## src/rtl/uart_tx_cfg.sv

```systemverilog
// uart_tx_cfg: runtime-configurable UART transmitter.
//
// A transmit FIFO feeds a frame serialiser whose character length
// (5..8 bits), parity (none/even/odd) and stop bits (1/2) are latched
// per frame together with the baud divisor (bit = baud_div_i+1 clocks).
//
// Ports:
//   clock_i            system clock
//   reset_i            asynchronous active-high reset
//   data_write_i       push data_i into the FIFO this cycle
//   data_i             character, low N bits are sent
//   baud_div_i         bit period minus one, in clocks
//   data_bits_i        00=5 01=6 10=7 11=8 data bits
//   parity_i           00=none 01=even 10=odd 11=none
//   stop2_i            0=one stop bit, 1=two stop bits
//   full_thres_i       almost-full threshold
//   data_buffer_full_o level >= full_thres_i
//   fifo_full_o        level == FIFO_DEPTH
//   fifo_level_o       entries held
//   overflow_o         one-cycle pulse when a write is dropped
//   busy_o             frame in progress
//   uart_tx_o          serial line, idle high
module uart_tx_cfg #(
  parameter int FIFO_DEPTH = 16,
  parameter int AW         = $clog2(FIFO_DEPTH),
  parameter int DIV_W      = 16
) (
  input  logic             clock_i,
  input  logic             reset_i,
  input  logic             data_write_i,
  input  logic [7:0]       data_i,
  input  logic [DIV_W-1:0] baud_div_i,
  input  logic [1:0]       data_bits_i,
  input  logic [1:0]       parity_i,
  input  logic             stop2_i,
  input  logic [AW:0]      full_thres_i,
  output logic             data_buffer_full_o,
  output logic             fifo_full_o,
  output logic [AW:0]      fifo_level_o,
  output logic             overflow_o,
  output logic             busy_o,
  output logic             uart_tx_o
);

  typedef enum logic [2:0] {IDLE, START, DATA, PARITY, STOP} state_t;

  localparam logic [AW:0] DEPTH_L = (AW+1)'(FIFO_DEPTH);

  logic [7:0]       mem [FIFO_DEPTH];
  logic [AW-1:0]    wr_ptr, rd_ptr;
  logic [AW:0]      level;
  logic             ovf_q;

  state_t           state;
  logic [DIV_W-1:0] baud_cnt, div_q;
  logic [1:0]       db_q;
  logic [2:0]       bit_idx;
  logic [7:0]       shreg;
  logic             par_en_q, par_bit_q, stop2_q, stop_idx, tx_q;

  logic bit_end, frame_done, pop, push;

  // Parity over the N enabled data bits; odd parity inverts the even result.
  function automatic logic frame_parity(input logic [7:0] d,
                                        input logic [1:0] db,
                                        input logic       odd);
    logic [7:0] mask;
    mask = 8'hFF >> (3'd3 - {1'b0, db});
    return (^(d & mask)) ^ odd;
  endfunction

  assign bit_end    = (baud_cnt == div_q);
  assign frame_done = (state == STOP) && bit_end && (stop_idx || !stop2_q);
  // A new frame starts from IDLE or straight out of the last stop bit.
  assign pop        = (level != '0) && ((state == IDLE) || frame_done);
  // A full FIFO still accepts a write when the head leaves on the same edge.
  assign push       = data_write_i && ((level != DEPTH_L) || pop);

  // FIFO control
  always_ff @(posedge clock_i or posedge reset_i) begin
    if (reset_i) begin
      wr_ptr <= '0;
      rd_ptr <= '0;
      level  <= '0;
      ovf_q  <= 1'b0;
    end else begin
      ovf_q <= data_write_i && !push;
      if (push) wr_ptr <= wr_ptr + 1'b1;
      if (pop)  rd_ptr <= rd_ptr + 1'b1;
      if (push && !pop)      level <= level + 1'b1;
      else if (pop && !push) level <= level - 1'b1;
    end
  end

  // FIFO storage
  always_ff @(posedge clock_i) begin
    if (push) mem[wr_ptr] <= data_i;
  end

  // Frame serialiser
  always_ff @(posedge clock_i or posedge reset_i) begin
    if (reset_i) begin
      state     <= IDLE;
      baud_cnt  <= '0;
      div_q     <= '0;
      db_q      <= '0;
      bit_idx   <= '0;
      shreg     <= '0;
      par_en_q  <= 1'b0;
      par_bit_q <= 1'b0;
      stop2_q   <= 1'b0;
      stop_idx  <= 1'b0;
      tx_q      <= 1'b1;
    end else if (pop) begin
      state     <= START;
      baud_cnt  <= '0;
      div_q     <= baud_div_i;
      db_q      <= data_bits_i;
      par_en_q  <= (parity_i == 2'b01) || (parity_i == 2'b10);
      par_bit_q <= frame_parity(mem[rd_ptr], data_bits_i, parity_i == 2'b10);
      stop2_q   <= stop2_i;
      shreg     <= mem[rd_ptr];
      tx_q      <= 1'b0;
    end else begin
      case (state)
        IDLE: ;
        START: begin
          if (bit_end) begin
            state    <= DATA;
            baud_cnt <= '0;
            bit_idx  <= '0;
            tx_q     <= shreg[0];
            shreg    <= shreg >> 1;
          end else baud_cnt <= baud_cnt + 1'b1;
        end
        DATA: begin
          if (bit_end) begin
            baud_cnt <= '0;
            // Last data bit index is N-1 = 4 + data_bits code.
            if (bit_idx == {1'b1, db_q}) begin
              if (par_en_q) begin
                state <= PARITY;
                tx_q  <= par_bit_q;
              end else begin
                state    <= STOP;
                tx_q     <= 1'b1;
                stop_idx <= 1'b0;
              end
            end else begin
              bit_idx <= bit_idx + 3'd1;
              tx_q    <= shreg[0];
              shreg   <= shreg >> 1;
            end
          end else baud_cnt <= baud_cnt + 1'b1;
        end
        PARITY: begin
          if (bit_end) begin
            state    <= STOP;
            baud_cnt <= '0;
            tx_q     <= 1'b1;
            stop_idx <= 1'b0;
          end else baud_cnt <= baud_cnt + 1'b1;
        end
        STOP: begin
          if (bit_end) begin
            baud_cnt <= '0;
            if (stop2_q && !stop_idx) stop_idx <= 1'b1;
            else                      state    <= IDLE;
          end else baud_cnt <= baud_cnt + 1'b1;
        end
        default: state <= IDLE;
      endcase
    end
  end

  assign data_buffer_full_o = (level >= full_thres_i);
  assign fifo_full_o        = (level == DEPTH_L);
  assign fifo_level_o       = level;
  assign overflow_o         = ovf_q;
  assign busy_o             = (state != IDLE);
  assign uart_tx_o          = tx_q;

endmodule

```

## config.mk

```make
export PLATFORM = sky130hd
export DESIGN_NAME = uart_tx_cfg
export DESIGN_NICKNAME = d
export VERILOG_FILES = /design/src/rtl/uart_tx_cfg.sv
export SDC_FILE = /design/constraint.sdc
export NUM_CORES = 1
export LEC_CHECK = 0
export BUFFER_PORTS_ARGS = -buffer_cell sky130_fd_sc_hd__buf_2
export CAP_MARGIN = 30
export CORE_MARGIN = 4
export CORE_UTILIZATION = 45
export CTS_CLUSTER_DIAMETER = 80
export CTS_CLUSTER_SIZE = 10
export DETAILED_ROUTE_END_ITERATION = 10
export PLACE_DENSITY = 0.59
export SETUP_SLACK_MARGIN = 0.5
export SLEW_MARGIN = 40
export SYNTH_ARGS = -nofsm -noshare
export SYNTH_HDL_FRONTEND = slang
export SYNTH_SLANG_ARGS = --single-unit
```

## constraint.sdc

```tcl
create_clock -name clock_i -period 4.2 [get_ports clock_i]
set_input_delay 0.42 -clock clock_i [delete_from_list [all_inputs] [get_ports clock_i]]
set_output_delay 0.42 -clock clock_i [all_outputs]
set_load 0.005 [all_outputs]
```

==> summary.txt <==
Clock tree
  • CTS Hold Bufs: 0
  • Cts bufs inserted: 17
  • Clk Latency, worst-skew pair: 430 ps
  • Maximum clock path buffer count: 2
  • Clock root cell: clkbuf_16
  • CTS H-tree lvls: 4
  • CTS Sinks: 195
  • CTS tree: built
  • Clock Pin Slew Worst Setup and Hold Paths: 70 ps

Timing
  • Final worst path period share: 82.3%
  • Final Skew: 9.62 ps
  • TNS Setup: 0 ps
  • Final Hold Fails: 0
  • RSZ-0062 raised after global routing: no
  • Fmax: 0.289 GHz
  • Max_slew headroom: 56.2%
  • Final setup margin: 744 ps
  • Max-slew violation count: 0
  • Min Tclk post-route: 3460 ps
  • Final setup vio count: 0
  • Worst Tran Pin Value: 657 ps

Synth
  • Synth top area share: 44.1%
  • Syn Nets: 705
  • Ys async rst share: 34.4%
  • Largest family of logic cells by synthesized area: simple AND/OR/NAND/NOR gates
  • Netlist Area Pre-Place: 8720 um2
  • Synth warn: 0
  • Synth Area per Inst: 13.4 um2
  • Post-synth EDFFs: 128
  • Gate Count Post-Synth: 650
  • Netlist cell types: 60
  • Most common cell in the netlist: edfxtp_1
  • Mux share of post-synthesis cell area: 8.55%
  • Synth Register Bits: 195
  • Seq/Total Area, Yosys: 63.3%
  • Synth top cells by count: edfxtp_1 (128), nand2_1 (109), dfrtp_1 (66), mux2i_1 (37), o21ai_0 (29)
  • Synth Area in XOR/XNOR: 4.02%
  • Compound-Gate Fraction of Synth Area: 7.49%
  • Post-synth top area cell: edfxtp_1
  • Adder-Cell Fraction of Synth Area: 2.67%
  • Simple-Gate Fraction of Synth Area: 10.6%
  • Main area contributors after synthesis: edfxtp_1 (44%), dfrtp_1 (19%), nand2_1 (4.7%)
  • Ys flop type: edfxtp_1

Global routing
  • First-pass GRT wire length: 29800 um
  • GRT Max-Usage Layer: met2
  • Vias in the first global route: 5329
  • Met2 Use GR: 28.1%
  • Maximum number of pins on one net before global-route repair: 36
  • Total GRT Usage: 17.9%
  • GR Layer Usage met3: 3.61%
  • Met1 Usage GRT: 25.4%
  • Initial antenna violation count: 0
  • Total gr overflow: 0

Routing
  • Pre-antenna DRT Iters: 6
  • DRC violation count after routing: 0
  • Routed WL: 18400 um
  • Average via count per standard cell: 5.30
  • Initial DRC Count: 489
  • Vias after detailed routing: 5200
  • DR WL/cell: 18.7 um
  • Routed Antenna Nets: 0

Critical path
  • CP max FO: 8
  • Worst R2R Start: baud_cnt[7]$_DFFE_PP0P_
  • Critical Path Slowest Stage Cell: nor4_4
  • Crit path buf inv count: 1
  • Crit-path cells: xnor2_1 > nand4_1 > nor4_4 > a21boi_2 > o21ai_1 > and2_2 > ha_1 > inv_1 > ha_1 > a21o_1 > a21oi_1 > xnor2_1 > nor2_1 > xor2_1
  • R2r worst-path depth: 14
  • Setup CP Type: register to register
  • Arrival @ worst endpoint: 3770 ps
  • R2r setup slk: 740 ps
  • CP required: 4520 ps
  • CP Launch Type: register
  • FF-to-FF End: fifo_level_o[4]$_DFFE_PP0P_
  • Element type at the critical path end: register
  • CP delay by family, top: simple AND/OR/NAND/NOR gates
  • Critical Path Max Stage Delay: 490 ps

Finish
  • Fin nets: 763
  • Share of layout cells above drive strength 1: 18.6%
  • Layout Utilization: 52.1%
  • # fillers: 1640
  • Antenna fix cells: 0
  • Area Overhead vs Synth: 12.9%

Floorplanning
  • Core ar.: 18900 um2
  • I/O pin total: 47
  • Die H: 147 um
  • Die area: 21700 um2
  • Row count: 50
  • Initial Util: 46.1%
  • Die extent in x: 147 um

Status
  • Status: complete, no violations

Placement
  • Pre-CTS WS: 575 ps
  • Routability cong.: 0.795
  • Number of port buffers: 46
  • Final HPWL DP: 12500 um

Power and ir drop
  • Max IR drop VDD: 0.270 mV
  • Pleak: 4.03 nW
  • Flop pwr share: 51.1%
  • Pwr dens: 479 nW/um2
  • Comb power frac: 15.4%
  • Cell internal pwr: 3.39 mW
  • Net switching power: 1.32 mW
  • Sw Ratio: 28.0%
  • Clock power share: 33.5%

Run
  • MaxCap Viol Count: 0

Worst hold path
  • Hold Path Class: primary input to asynchronous set/reset pin
==> repair_timing <==
| action | 4_1_cts | 5_1_grt |
|---|---|---|
| setup buffers | 0 | 2 |
| setup endpoints to repair | 0 | 2 |
| resized for setup | 0 | 2 |
==> sequential cells by signal, indices dropped and copies added (netlist names), 2 cells and up <==
register	flops
mem	128
baud_cnt	16
div_q	16
shreg	8
fifo_level_o	5
rd_ptr	4
wr_ptr	4
bit_idx	3
state	3
db_q	2
==> routing by layer <==
layer,vias up,part of all wire [%]
met5,-,0
met4,0,1.7
met3,23,4.6
met2,100,48
met1,2602,46
li1,2475,-
==> cells by family after synthesis <==
group,after synthesis
adders and majority gates,18
and+or+nand+nor,198
muxes,54
xor gates and xnor gates,36
DFF,195
AOI/OAI and AO/OA,98
buffers and inverters,51
==> power groups by stage <==
| stage | Sequential, mW | Combinational (mW) | Clock (mW) |
|---|---|---|---|
| after CTS | 2.41 | 0.740 | 1.61 |
| after detailed placement | 2.45 | 0.734 | 0 |
| after global routing | 2.44 | 0.827 | 1.70 |
| after floorplan | 2.40 | 0.520 | 0 |
| final | 2.40 | 0.727 | 1.58 |
| after global placement | 2.43 | 0.718 | 0 |
==> how the worst max path moves through the flow <==
| stage | startpoint | end | cells after the start |
|---|---|---|---|
| floorplan | baud_cnt[10]$_DFFE_PP0P_ | fifo_level_o[4]$_DFFE_PP0P_ | 16 |
| global placement | baud_cnt[11]$_DFFE_PP0P_ | fifo_level_o[4]$_DFFE_PP0P_ | 14 |
| detailed placement | baud_cnt[12]$_DFFE_PP0P_ | fifo_level_o[4]$_DFFE_PP0P_ | 14 |
| CTS | baud_cnt[12]$_DFFE_PP0P_ | fifo_level_o[4]$_DFFE_PP0P_ | 14 |
| global route | baud_cnt[0]$_DFFE_PP0P_ | fifo_level_o[4]$_DFFE_PP0P_ | 14 |
| finish | baud_cnt[7]$_DFFE_PP0P_ | fifo_level_o[4]$_DFFE_PP0P_ | 14 |
==> layout by cell type (no fill, tap or decap), drive strengths merged, types with 10 or more instances in the layout <==
cell    Yosys  final
a22oi      14     14
nor2       25     25
inv        22     29
a221oi     16     16
nand2     111    111
ha         17     17
xnor2      28     28
mux2i      37     37
o21ai      43     43
edfxtp    128    128
and2       11     11
clkbuf     12     18
dfrtp      66     66
mux4       16     16
a21oi      11     11
buf        17     68
and3       10     10
==> metrics by stage <==
stage	area [um2]	power [mW]	instances	hold WS (ps)
after CTS	9810	4.76	978	135
after global routing	9840	4.96	981	86.9
after detailed placement	9230	3.18	946	464
final	9840	4.71	981	34.3
after global placement	9230	3.15	946	463
after floorplan	8720	2.92	650	446
==> cell type report <==
| class | count | area (um2) | share of cell area (%) |
|---|---|---|---|
| Clock inverter | 14 | 155 | 1.58 |
| Inverter | 22 | 83.8 | 0.852 |
| Multi-Input combinational cell | 404 | 2910 | 29.6 |
| Tap cell | 260 | 325 | 3.31 |
| Clock buffer | 18 | 429 | 4.36 |
| Sequential cell | 195 | 5520 | 56.1 |
| Timing Repair Buffer | 68 | 412 | 4.18 |
Note: power is estimated with default switching activity, not from simulation.
